### src/rtl/uart_pkg.sv
// rtl/uart_pkg.sv - shared UART constants and receiver state encoding
// Purpose : definitions common to the UART receiver, its receive FIFO and
//           the existing transmitter.
// Contents: UART_DATA_W, UART_CLKS_PER_BIT, receiver state constants/enum.
package uart_pkg;

  localparam int UART_DATA_W       = 8;
  // 100 MHz system clock / 115200 baud
  localparam int UART_CLKS_PER_BIT = 868;

  // Fixed encodings so the state value is stable across tool flows.
  localparam logic [2:0] ST_IDLE  = 3'd0;
  localparam logic [2:0] ST_START = 3'd1;
  localparam logic [2:0] ST_DATA  = 3'd2;
  localparam logic [2:0] ST_STOP  = 3'd3;
  localparam logic [2:0] ST_BREAK = 3'd4;

  typedef enum logic [2:0] {
    IDLE  = ST_IDLE,
    START = ST_START,
    DATA  = ST_DATA,
    STOP  = ST_STOP,
    BREAK = ST_BREAK
  } uart_state_e;

endpackage

### src/rtl/uart_rx_fifo.sv
// rtl/uart_rx_fifo.sv - synchronous circular FIFO for received bytes
// Purpose : DEPTH-entry receive buffer, used by uart_rx when UART_RX_FIFO_EN
//           is defined.
// Ports   : clk, rst (sync, active-high)
//           i_push/i_data  write side; dropped when full unless popped same cycle
//           i_pop          read side; ignored when empty
//           o_data         head entry (0 while empty)
//           o_full/o_empty status
module uart_rx_fifo
  import uart_pkg::*;
#(
  parameter int DEPTH = 16
) (
  input  logic                   clk,
  input  logic                   rst,
  input  logic                   i_push,
  input  logic [UART_DATA_W-1:0] i_data,
  input  logic                   i_pop,
  output logic [UART_DATA_W-1:0] o_data,
  output logic                   o_full,
  output logic                   o_empty
);

  localparam int AW = $clog2(DEPTH);

  if (DEPTH < 2 || (DEPTH & (DEPTH - 1)) != 0) begin : g_bad_depth
    $error("uart_rx_fifo: DEPTH must be a power of two >= 2");
  end

  logic [UART_DATA_W-1:0] r_mem [DEPTH];
  logic [AW:0]            r_wr_ptr;
  logic [AW:0]            r_rd_ptr;
  logic                   w_do_push;
  logic                   w_do_pop;

  // Extra pointer MSB distinguishes full from empty when the indices match.
  assign o_empty   = (r_wr_ptr == r_rd_ptr);
  assign o_full    = (r_wr_ptr[AW] != r_rd_ptr[AW]) &&
                     (r_wr_ptr[AW-1:0] == r_rd_ptr[AW-1:0]);
  assign w_do_pop  = i_pop & ~o_empty;
  // A pop in the same cycle frees the slot the push lands in.
  assign w_do_push = i_push & (~o_full | w_do_pop);
  assign o_data    = o_empty ? '0 : r_mem[r_rd_ptr[AW-1:0]];

  always_ff @(posedge clk) begin
    if (w_do_push) begin
      r_mem[r_wr_ptr[AW-1:0]] <= i_data;
    end
  end

  always_ff @(posedge clk) begin
    if (rst) begin
      r_wr_ptr <= '0;
      r_rd_ptr <= '0;
    end else begin
      if (w_do_push) r_wr_ptr <= r_wr_ptr + 1'b1;
      if (w_do_pop)  r_rd_ptr <= r_rd_ptr + 1'b1;
    end
  end

endmodule

### src/rtl/uart_rx.sv
// rtl/uart_rx.sv - 8N1 UART receiver with valid/ready byte output
// Purpose : samples an idle-high serial line mid-bit, LSB first, and
//           presents received bytes on a valid/ready stream.
// Config  : define UART_RX_FIFO_EN for a FIFO_DEPTH-entry receive FIFO;
//           otherwise a single holding register buffers one byte.
// Ports   : clk        system clock
//           rst        synchronous reset, active-high
//           rxd        asynchronous serial input, idle high
//           rx_data    received byte, valid while rx_valid=1
//           rx_valid   byte available
//           rx_ready   consumer accepts (transfer on rx_valid && rx_ready)
//           frame_err  one-cycle pulse, stop bit sampled low
//           overrun    one-cycle pulse, completed byte dropped (buffer full)
//           busy       receiver not idle
module uart_rx
  import uart_pkg::*;
#(
  parameter int CLKS_PER_BIT = UART_CLKS_PER_BIT,
  parameter int FIFO_DEPTH   = 16
) (
  input  logic                   clk,
  input  logic                   rst,
  input  logic                   rxd,
  output logic [UART_DATA_W-1:0] rx_data,
  output logic                   rx_valid,
  input  logic                   rx_ready,
  output logic                   frame_err,
  output logic                   overrun,
  output logic                   busy
);

  localparam int CNT_W = $clog2(CLKS_PER_BIT);
  localparam logic [CNT_W-1:0] BIT_LAST  = CNT_W'(CLKS_PER_BIT - 1);
  localparam logic [CNT_W-1:0] HALF_LAST = CNT_W'(CLKS_PER_BIT / 2 - 1);

  if (CLKS_PER_BIT < 4) begin : g_bad_cpb
    $error("uart_rx: CLKS_PER_BIT must be at least 4");
  end
  if (FIFO_DEPTH < 2 || (FIFO_DEPTH & (FIFO_DEPTH - 1)) != 0) begin : g_bad_depth
    $error("uart_rx: FIFO_DEPTH must be a power of two >= 2");
  end

  logic                   r_sync1;
  logic                   r_rxs;
  logic                   r_rxs_d;
  uart_state_e            r_state;
  logic [CNT_W-1:0]       r_cnt;
  logic [2:0]             r_bit_idx;
  logic [UART_DATA_W-1:0] r_shift;
  logic                   r_frame_err;
  logic                   r_overrun;

  logic                   w_fall;
  logic                   w_push;
  logic                   w_pop;
  logic                   w_full;

  // Synchronizer idles high so reset never looks like a start edge.
  always_ff @(posedge clk) begin
    if (rst) begin
      r_sync1 <= 1'b1;
      r_rxs   <= 1'b1;
      r_rxs_d <= 1'b1;
    end else begin
      r_sync1 <= rxd;
      r_rxs   <= r_sync1;
      r_rxs_d <= r_rxs;
    end
  end

  assign w_fall = r_rxs_d & ~r_rxs;
  assign w_push = (r_state == STOP) && (r_cnt == BIT_LAST) && r_rxs;
  assign w_pop  = rx_valid & rx_ready;

  always_ff @(posedge clk) begin
    if (rst) begin
      r_state     <= IDLE;
      r_cnt       <= '0;
      r_bit_idx   <= '0;
      r_shift     <= '0;
      r_frame_err <= 1'b0;
    end else begin
      r_frame_err <= 1'b0;
      case (r_state)
        IDLE: begin
          r_cnt <= '0;
          if (w_fall) r_state <= START;
        end
        START: begin
          if (r_cnt == HALF_LAST) begin
            // Line back high at the start-bit midpoint: treat as a glitch.
            r_cnt     <= '0;
            r_bit_idx <= '0;
            r_state   <= r_rxs ? IDLE : DATA;
          end else begin
            r_cnt <= r_cnt + 1'b1;
          end
        end
        DATA: begin
          if (r_cnt == BIT_LAST) begin
            r_cnt              <= '0;
            r_shift[r_bit_idx] <= r_rxs;
            if (r_bit_idx == 3'd7) r_state   <= STOP;
            else                   r_bit_idx <= r_bit_idx + 1'b1;
          end else begin
            r_cnt <= r_cnt + 1'b1;
          end
        end
        STOP: begin
          if (r_cnt == BIT_LAST) begin
            r_cnt <= '0;
            if (r_rxs) begin
              r_state <= IDLE;
            end else begin
              r_frame_err <= 1'b1;
              r_state     <= BREAK;
            end
          end else begin
            r_cnt <= r_cnt + 1'b1;
          end
        end
        BREAK: begin
          // Wait for the line to recover so a held-low line cannot retrigger.
          r_cnt <= '0;
          if (r_rxs) r_state <= IDLE;
        end
        default: r_state <= IDLE;
      endcase
    end
  end

  always_ff @(posedge clk) begin
    if (rst) r_overrun <= 1'b0;
    else     r_overrun <= w_push & w_full & ~w_pop;
  end

`ifdef UART_RX_FIFO_EN
  logic w_empty;

  uart_rx_fifo #(
    .DEPTH (FIFO_DEPTH)
  ) u_fifo (
    .clk     (clk),
    .rst     (rst),
    .i_push  (w_push),
    .i_data  (r_shift),
    .i_pop   (w_pop),
    .o_data  (rx_data),
    .o_full  (w_full),
    .o_empty (w_empty)
  );

  assign rx_valid = ~w_empty;
`else
  logic [UART_DATA_W-1:0] r_data;
  logic                   r_valid;

  always_ff @(posedge clk) begin
    if (rst) begin
      r_data  <= '0;
      r_valid <= 1'b0;
    end else if (w_push && (!r_valid || w_pop)) begin
      r_data  <= r_shift;
      r_valid <= 1'b1;
    end else if (w_pop) begin
      r_valid <= 1'b0;
    end
  end

  assign w_full   = r_valid;
  assign rx_valid = r_valid;
  assign rx_data  = r_data;
`endif

  assign frame_err = r_frame_err;
  assign overrun   = r_overrun;
  assign busy      = (r_state != IDLE);

endmodule

### config.mk
export PLATFORM = sky130hd
export DESIGN_NAME = uart_rx
export DESIGN_NICKNAME = d
export VERILOG_FILES = /design/src/rtl/uart_pkg.sv /design/src/rtl/uart_rx_fifo.sv /design/src/rtl/uart_rx.sv
export SDC_FILE = /design/constraint.sdc
export NUM_CORES = 1
export LEC_CHECK = 0
export ABC_AREA = 0
export BUFFER_PORTS_ARGS = -buffer_cell sky130_fd_sc_hd__buf_2
export CAP_MARGIN = 20
export CORE_ASPECT_RATIO = 0.8
export CORE_MARGIN = 1.5
export CORE_UTILIZATION = 50
export CTS_BUF_LIST = sky130_fd_sc_hd__clkbuf_16
export DETAILED_ROUTE_END_ITERATION = 8
export PLACE_DENSITY = 0.72
export SYNTH_ARGS = -nofsm -noshare
export SYNTH_HDL_FRONTEND = slang
export SYNTH_SLANG_ARGS = --single-unit
### constraint.sdc
create_clock -name clk -period 4.99 [get_ports clk]
set_input_delay 0.998 -clock clk [delete_from_list [all_inputs] [get_ports clk]]
set_output_delay 0.998 -clock clk [all_outputs]
set_load 0.005 [all_outputs]
# Word-level counts from Yosys, hierarchy flattened

Index checks and enable logic that the tools add are counted.

Memory bits (writable): 0
Memory bits (read-only): 0
Input bits: 4
Output and inout port bits: 12
Logic and storage cells: 76
Register bits: 38
Latch bits: 0
Memories: 0

Multiply operators: 0
Shifts and indexed selects: 0
$lt $le $gt $ge: 2
Reduce and logical (&&, ||, !) cells: 17
$add $sub $neg: 2
Muxes and demuxes: 22
Bitwise logic cells: 8
Div/mod/pow operators: 0
Equal/unequal tests: 14

Operators with widths:

| kind                                                                 | count |
|---|---|
| 3-bit two-way mux                                                    | 10 |
| 10-bit case mux with 3 select lines                                  | 1 |
| 10-bit two-way mux                                                   | 2 |
| 3-bit case mux with 5 select lines                                   | 1 |
| 2-bit != test, second input constant                                 | 6 |
| 10-bit by 1-bit adder with 10-bit output, second input constant      | 1 |
| 10-bit == test, second input constant                                | 1 |
| 10-bit by 9-bit == test with 1-bit output, second input constant     | 1 |
| 8-bit bitwise mux                                                    | 1 |
| 3-bit by 2-bit == test with 1-bit output, second input constant      | 2 |
| 3-bit == test, second input constant                                 | 2 |
| 3-bit case mux with 2 select lines                                   | 1 |
| 6-bit AND reduction                                                  | 1 |
| 3-bit nonzero test                                                   | 2 |
| 1-bit bitwise AND                                                    | 4 |
| 1-bit logical AND                                                    | 4 |
| 3-bit by 4-bit < comparator with 1-bit output, second input constant | 1 |
| 1-bit two-way mux                                                    | 4 |
| 1-bit inverter                                                       | 4 |
| 4-bit AND reduction                                                  | 1 |
| 2-bit nonzero test                                                   | 2 |
| 2-bit OR reduction                                                   | 2 |
| 3-bit by 1-bit adder with 3-bit output, second input constant        | 1 |
| 1-bit demux with 3-bit select                                        | 1 |
| other kinds (9)                                                      | 9 |

# Logic depth before layout (Yosys ltp)

Gate-level depths: netlist (run 1).

Word-level depth: 5
Mapped depth: 7
Mapped depth without buffers: 7

# Worst setup path after synthesis (run 1)

No wires, ideal clock.

Path kind: input to register
From: input rx_ready
To: register r_data[0] (netlist: rx_data[0])
Stages on the path: 5
Required time: 4.861 ns
Path slack: 3.045 ns
Data arrival time: 1.816 ns
Setup time: 0.129 ns
Path through: nand2b_1 or3b_1 buf_2 mux2i_1 nor2_1

Word-level cells in the longest chain between the ends: 3

Ends and longest elaborated chain:

| item                 | line           | source |
|---|---|---|
| from (decl)          | uart_rx.sv:26  | `input logic rx_ready,` |
| 1-bit bitwise AND    | uart_rx.sv:73  | `assign w_pop = rx_valid & rx_ready;` |
| 1-bit logical OR     | uart_rx.sv:162 | `end else if (w_push && (!r_valid \|\| w_pop)) begin` |
| 1-bit logical AND    | uart_rx.sv:162 |  |
| to (signal assigned) | uart_rx.sv:163 | `r_data <= r_shift;` |
| to (decl)            | uart_rx.sv:155 | `logic [UART_DATA_W-1:0] r_data;` |

No other way between the ends.
A chain may end at the register's enable or synchronous reset.

# Worst setup path in the final report (run 1)

From: register r_state[2]
To: output busy

Word-level cells in the longest chain between the ends: 1

Ends and longest elaborated chain:

| item                   | line           | source |
|---|---|---|
| from (decl)            | uart_rx.sv:46  | `uart_state_e r_state;` |
| from (signal assigned) | uart_rx.sv:94  | `r_state <= r_rxs ? IDLE : DATA;` |
| 3-bit nonzero test     | uart_rx.sv:177 | `assign busy = (r_state != IDLE);` |
| to (decl)              | uart_rx.sv:29  | `output logic busy` |

No other way between the ends.

==> metrics.yaml, run 1 <==
arrival_ns: 1.19
netlist_area_um2: 1820
p_leak_nw: 0.886
dieArea_um2: 4020
numCtsBuffers: 5
htreeDepth: 2
async_reset_ff_share_pct: 0
antenna_found_initial: 0
netlist.area_leader.share_pct: 41.8
post_drt_wl_per_cell_um: 13.3
via_count: 1510
path_max_fanout: 13
insertion_delay_ns: 0.27
cpPeakStageDelay_ns: 0.42
hold_start: "r_sync1"
yosys-top-cells-area: "dfxtp_1, mux2i_1, nor2_1, ha_1, nand4_1"
yosys_register_bits: 38
synthFlopType: "dfxtp_1"
grt_max_degree: 38
outcome: "complete, no violations"
io_buffers: 15
r2r_cells: 6
drc_errors: 0
core_area_um2: 3450
io_pins: 16
synth_cells: 202
first_pass_iters: 4
synth.distinct_cells: 47
fin_crit_ns: 2.19
cts_hold_buf: 0
worstReg2RegEnd: "rx_data[4]"
nNetsFinal: 223
dpl_cell_area_um2: 1910
post_synth_most_frequent_cells: "dfxtp_1, nor2_1, mux2i_1"
start_kind: "flip-flop"
synth_edf_count: 0
synth.most_common_cell: "dfxtp_1"
fp-row-count: 19
finalHoldViolations: 0
drt_iter0_drc: 176
setup_viol: 0
slowest_stage: "dfxtp_1"
r2r_setup_slack_ns: 2.86
crit_type: "reg -> out"
die-height_um: 57.0
dp_hpwl_um: 2390
pwr_density_cell_nw_per_um2: 318
synth_top_area_cell: "dfxtp_1"
avgSynthCellArea_um2: 9.02
clock_sinks: 38
min_to: "r_rxs"
setup_tns_ns: 0
finalClockSkew_ns: 0.00324
clk_pin_slew_ns: 0.05
worstPathRequired_ns: 3.99
cts_tree: "done"
drv_slew: 0
post-route-period-util_pct: 43.8
layout-drive-gt1-share_pct: 14.4
path_cells: "or3_1 > buf_2"
slew_headroom_pct: 57.3
tightest_slew_ns: 0.641
fin_area_um2: 2050
maxCapViolations: 0
routed_wl_um: 3420
ir_drop_v: 0.000178
cts_setup_buffers: 0
cts_resized: 0
ant_nets: 0
ys_warn_count: 0
track_usage_pct: 18.2
grt_pass1_wl_um: 5820
r2r_start: "r_cnt[0]"
area_growth_pct: 12.4
start_util_pct: 52.8
die_x_um: 70.5
hold_path_class: "reg -> reg"
fmax_mhz: 457
grt_pass1_vias: 1296
synth_nets: 210
diodes: 0
clk_path_buf_depth: 2
hold_depth: 1
seq_area_frac_synth_pct: 41.8
avgViaCountPerCell: 5.85
endpoint_kind: "output port"
clockRootBuffer: "clkbuf_16"
place.gp.congestion: 0.831
overflow: 0
rsz0062_at_grt: "false"
[state kept, by name, summed over array words and instances, names as in the netlist]
register	flops
overrun	1
r_bit_idx	3
r_sync1	1
r_rxs	1
r_rxs_d	1
r_state	3
rx_data	8
frame_err	1
r_cnt	10
rx_valid	1
r_shift	8
[power by group]
group	switching (mW)	internal [mW]	total (mW)
Clock	0.114	0.182	0.296
Sequential	0.00737	0.307	0.315
Combinational	0.0232	0.0158	0.0390
[through the flow]
stage | setup WS (ns) | total power, mW | cells | hold slack, ns | util (%)
final | 2.80 | 0.650 | 258 | 0.407 | 59.4
after global routing | 2.69 | 0.679 | 258 | 0.421 | 59.4
after CTS | 2.80 | 0.656 | 258 | 0.406 | 59.4
after detailed placement | 2.64 | 0.360 | 250 | 0.393 | 55.3
after global placement | 2.75 | 0.358 | 250 | 0.392 | 55.3
after floorplan | 3.05 | 0.352 | 202 | 0.389 | -
[metal layers]
metal  wire (um)  share of wire, %  global-route usage (%)
met5           0                 0                       0
met4          30              0.88                    4.95
met3         212               6.2                    4.24
met2        1490                44                    28.6
met1        1690                49                    25.6
[cells by family (layout without fill, tap and decap cells)]
logic type | count (synthesis) | after routing | synth area share (%)
buf+inv | 14 | 28 | 3.64
compound gates | 30 | 30 | 11.3
xor+xnor | 2 | 2 | 0.962
flops | 38 | 38 | 41.8
simple gates | 97 | 97 | 30.2
fa+ha+maj | 4 | 4 | 2.75
mux | 17 | 17 | 9.34
[layout by cell type (no fill, tap or decap), types with 2 or more instances in the layout]
| master | instances |
|---|---|
| a211oi_1 | 2 |
| a21o_1 | 4 |
| a21oi_1 | 5 |
| a221o_1 | 2 |
| and3_1 | 4 |
| and4_1 | 4 |
| buf_2 | 15 |
| clkbuf_16 | 5 |
| dfxtp_1 | 38 |
| ha_1 | 4 |
| inv_1 | 4 |
| mux2i_1 | 17 |
| nand2_1 | 12 |
| nand2b_1 | 3 |
| nand3_1 | 7 |
| nand3b_1 | 2 |
| nand4_1 | 8 |
| nor2_1 | 28 |
| nor2b_1 | 4 |
| nor3_1 | 2 |
| nor4_1 | 4 |
| o21a_1 | 3 |
| o21ai_0 | 4 |
| o22ai_1 | 5 |
| or2_1 | 2 |
| or2_2 | 2 |
| or3_1 | 5 |
[layout make-up]
cell class              count  area (um^2)
well taps                  42         52.6
flip-flops and latches     38          761
clock inverters             3         16.3
clock buffers               5          125
repair buffers             16         82.6
multi-input cells         150          995
fillers                   297         1400
inverters                   4         15.0
[worst max-delay path: cells and delay by family (launching register included)]
family	cells	cell delay, ns
flops	1	0.42
buf+inv	1	0.13
simple gates	1	0.37
[worst max-delay path by stage]
stage,startpoint,to,slack [ns],cells after the start
floorplan,rx_ready,rx_data[0],3.05,5
global placement,rst,r_cnt[2],2.75,5
detailed placement,rst,r_cnt[6],2.64,5
CTS,r_state[2],busy,2.80,2
global route,r_cnt[0],rx_data[3],2.69,6
finish,r_state[2],busy,2.80,2
Power figures use the tool's default switching activity.
==> inputs of run 2 (changes only) <==
==> constraint.sdc (replaced) <==
create_clock -name clk -period 2.09 [get_ports clk]
set_input_delay 0.418 -clock clk [delete_from_list [all_inputs] [get_ports clk]]
set_output_delay 0.418 -clock clk [all_outputs]
set_load 0.005 [all_outputs]
==> metrics.yaml, run 2 (same netlist as run 1, synthesis figures left out) <==
outcome: "complete, no violations"
regArea_um2: 761  # unchanged
cts_tree: "done"
drc_errors: 0  # unchanged
routed_wl_um: 3800  # +11%
fp-row-count: 19  # unchanged
setup_viol: 0  # unchanged
setup_tns_ns: 0  # unchanged
final_core_util_pct: 62.7  # +3.3 points
cp_num_buf_inv: 0  # -1
arrival_ns: 2.14  # +0.95 ns
via_count: 1550  # +2.6%
fillerInstances: 285  # -4.0%
drt_iter0_drc: 125  # -29%
post-route-period-util_pct: 95.0
grt_pass1_vias: 1365  # +5.3%
tightest_slew_ns: 0.522  # -0.119 ns
start_util_pct: 52.8  # unchanged
dieArea_um2: 4020  # unchanged
numCtsBuffers: 5  # unchanged
overflow: 0  # unchanged
start_kind: "flip-flop"
avgViaCountPerCell: 5.83  # -0.44%
largest_reg_flops: 10  # unchanged
io_buffers: 15  # unchanged
core_area_um2: 3450  # unchanged
nNetsFinal: 231  # +3.6%
numPlacedInstances: 256  # +2.4%
antenna_found_initial: 0  # unchanged
largest-register: "r_cnt"
crit_top_cell: "ha_1"
cpPeakStageDelay_ns: 0.38  # -0.04 ns
clk_path_buf_depth: 2  # unchanged
clock_sinks: 38  # unchanged
hold_path_class: "in -> reg"
place.gp.congestion: 0.857  # +3.1%
fin_crit_ns: 1.99
htreeDepth: 2  # unchanged
slew_headroom_pct: 65.1  # +7.8 points
endpoint_kind: "flip-flop"
dp_hpwl_um: 2620  # +9.7%
pre_cts_ws_ns: 0.0321  # -2.60 ns
clockRootBuffer: "clkbuf_16"
die_x_um: 70.5  # unchanged
ir_drop_v: 0.000545  # +210%
fmax_mhz: 504
maxCapViolations: 0  # unchanged
worstPathRequired_ns: 2.25  # -1.74 ns
final_common_cell: "dfxtp_1"
crit_family: "compound AO/OA/AOI/OAI gates"
slowest_stage: "a2111oi_1"
area_growth_pct: 18.6
diodes: 0  # unchanged
final_cells: 266  # +3.1%
post_drt_wl_per_cell_um: 14.3  # +7.8%
finalHoldViolations: 0  # unchanged
mostFrequentLayoutCells: "dfxtp_1, nor2_1, mux2i_1, buf_2, nand2_1"
layout_setup_ws_ns: 0.105  # -2.70 ns
track_usage_pct: 20.0  # +1.7 points
multiInputGateArea_um2: 1000  # +0.63%
cts_hold_buf: 0  # unchanged
grt_pass1_wl_um: 6350  # +9.0%
path_cells: "ha_1 > ha_1 > o21a_1 > a2111oi_1 > a221o_1 > mux2i_1 > nor2_1"
die-height_um: 57.0  # unchanged
io_pins: 16  # unchanged
ant_nets: 0  # unchanged
clk_pin_slew_ns: 0.06  # about the same
p_leak_nw: 0.947  # +6.8%
insertion_delay_ns: 0.28  # about the same
layout-drive-gt1-share_pct: 18.3  # +4.0 points
path_max_fanout: 7  # -6
finalClockSkew_ns: 0.00335  # +0.000111 ns
grt_max_degree: 37  # -2.6%
drv_slew: 0  # unchanged
crit_type: "reg -> reg"
first_pass_iters: 4  # unchanged
pwr_density_cell_nw_per_um2: 844  # +170%
[run 2: changes by cell type in the layout (fill, tap and decap cells not counted)]
cell,delta
a2111oi_1,+1
ha_2,+1
clkinv_2,-1
ha_1,-1
buf_4,+8
or3b_1,-1
bufinv_16,+2
or3b_4,+1
a2111oi_0,-1
clkinvlp_4,-1
[run 2: where the power goes]
group	switching [mW]	internal, mW	total, mW
sequential	0.00865	0.734	0.742
combinational	0.0733	0.0540	0.127
clock	0.276	0.679	0.955
[run 2: routing by layer]
layer  share of wire, %  GRT usage [%]  up-vias
li1                   -              -      772
met1                 49           28.3      736
met2                 46           29.8       40
met3                5.3           5.30        2
met4               0.45           6.59        0
met5                  0              0        -
[run 2: layout make-up]
cell class,instances,share of cell area (%)
clock inverters,3,2.95
inverters,4,0.695
flip-flops and latches,38,35.2
repair buffers,24,6.60
well taps,42,2.43
clock buffers,5,5.79
multi-input cells,150,46.3
[run 2: path summary, 6_finish.rpt]
check | start | to | slack (ns) | cells past startpoint
setup reg to reg | r_bit_idx[0] | r_state[1] | 0.10 | 7
hold / removal | rxd | r_sync1 | 0.32 | 2
hold reg to reg | r_sync1 | r_rxs | 0.42 | 1
setup / recovery | r_bit_idx[0] | r_state[1] | 0.10 | 7
[run 2: metrics by stage]
step           instance area, um^2  hold WS (ns)  power, mW
2_1_floorplan                 1820         0.389      0.840
6_report                      2160         0.318       1.82
3_3_place_gp                  1950         0.395      0.864
4_1_cts                       2140         0.318       1.82
5_1_grt                       2160         0.313       1.89
3_5_place_dp                  1950         0.399      0.870
[run 2: repair_timing]
action / in CTS / in global routing
gates resized for setup: 0 / 3
buffers inserted: 0 / 2
setup endpoints to repair: 0 / 13
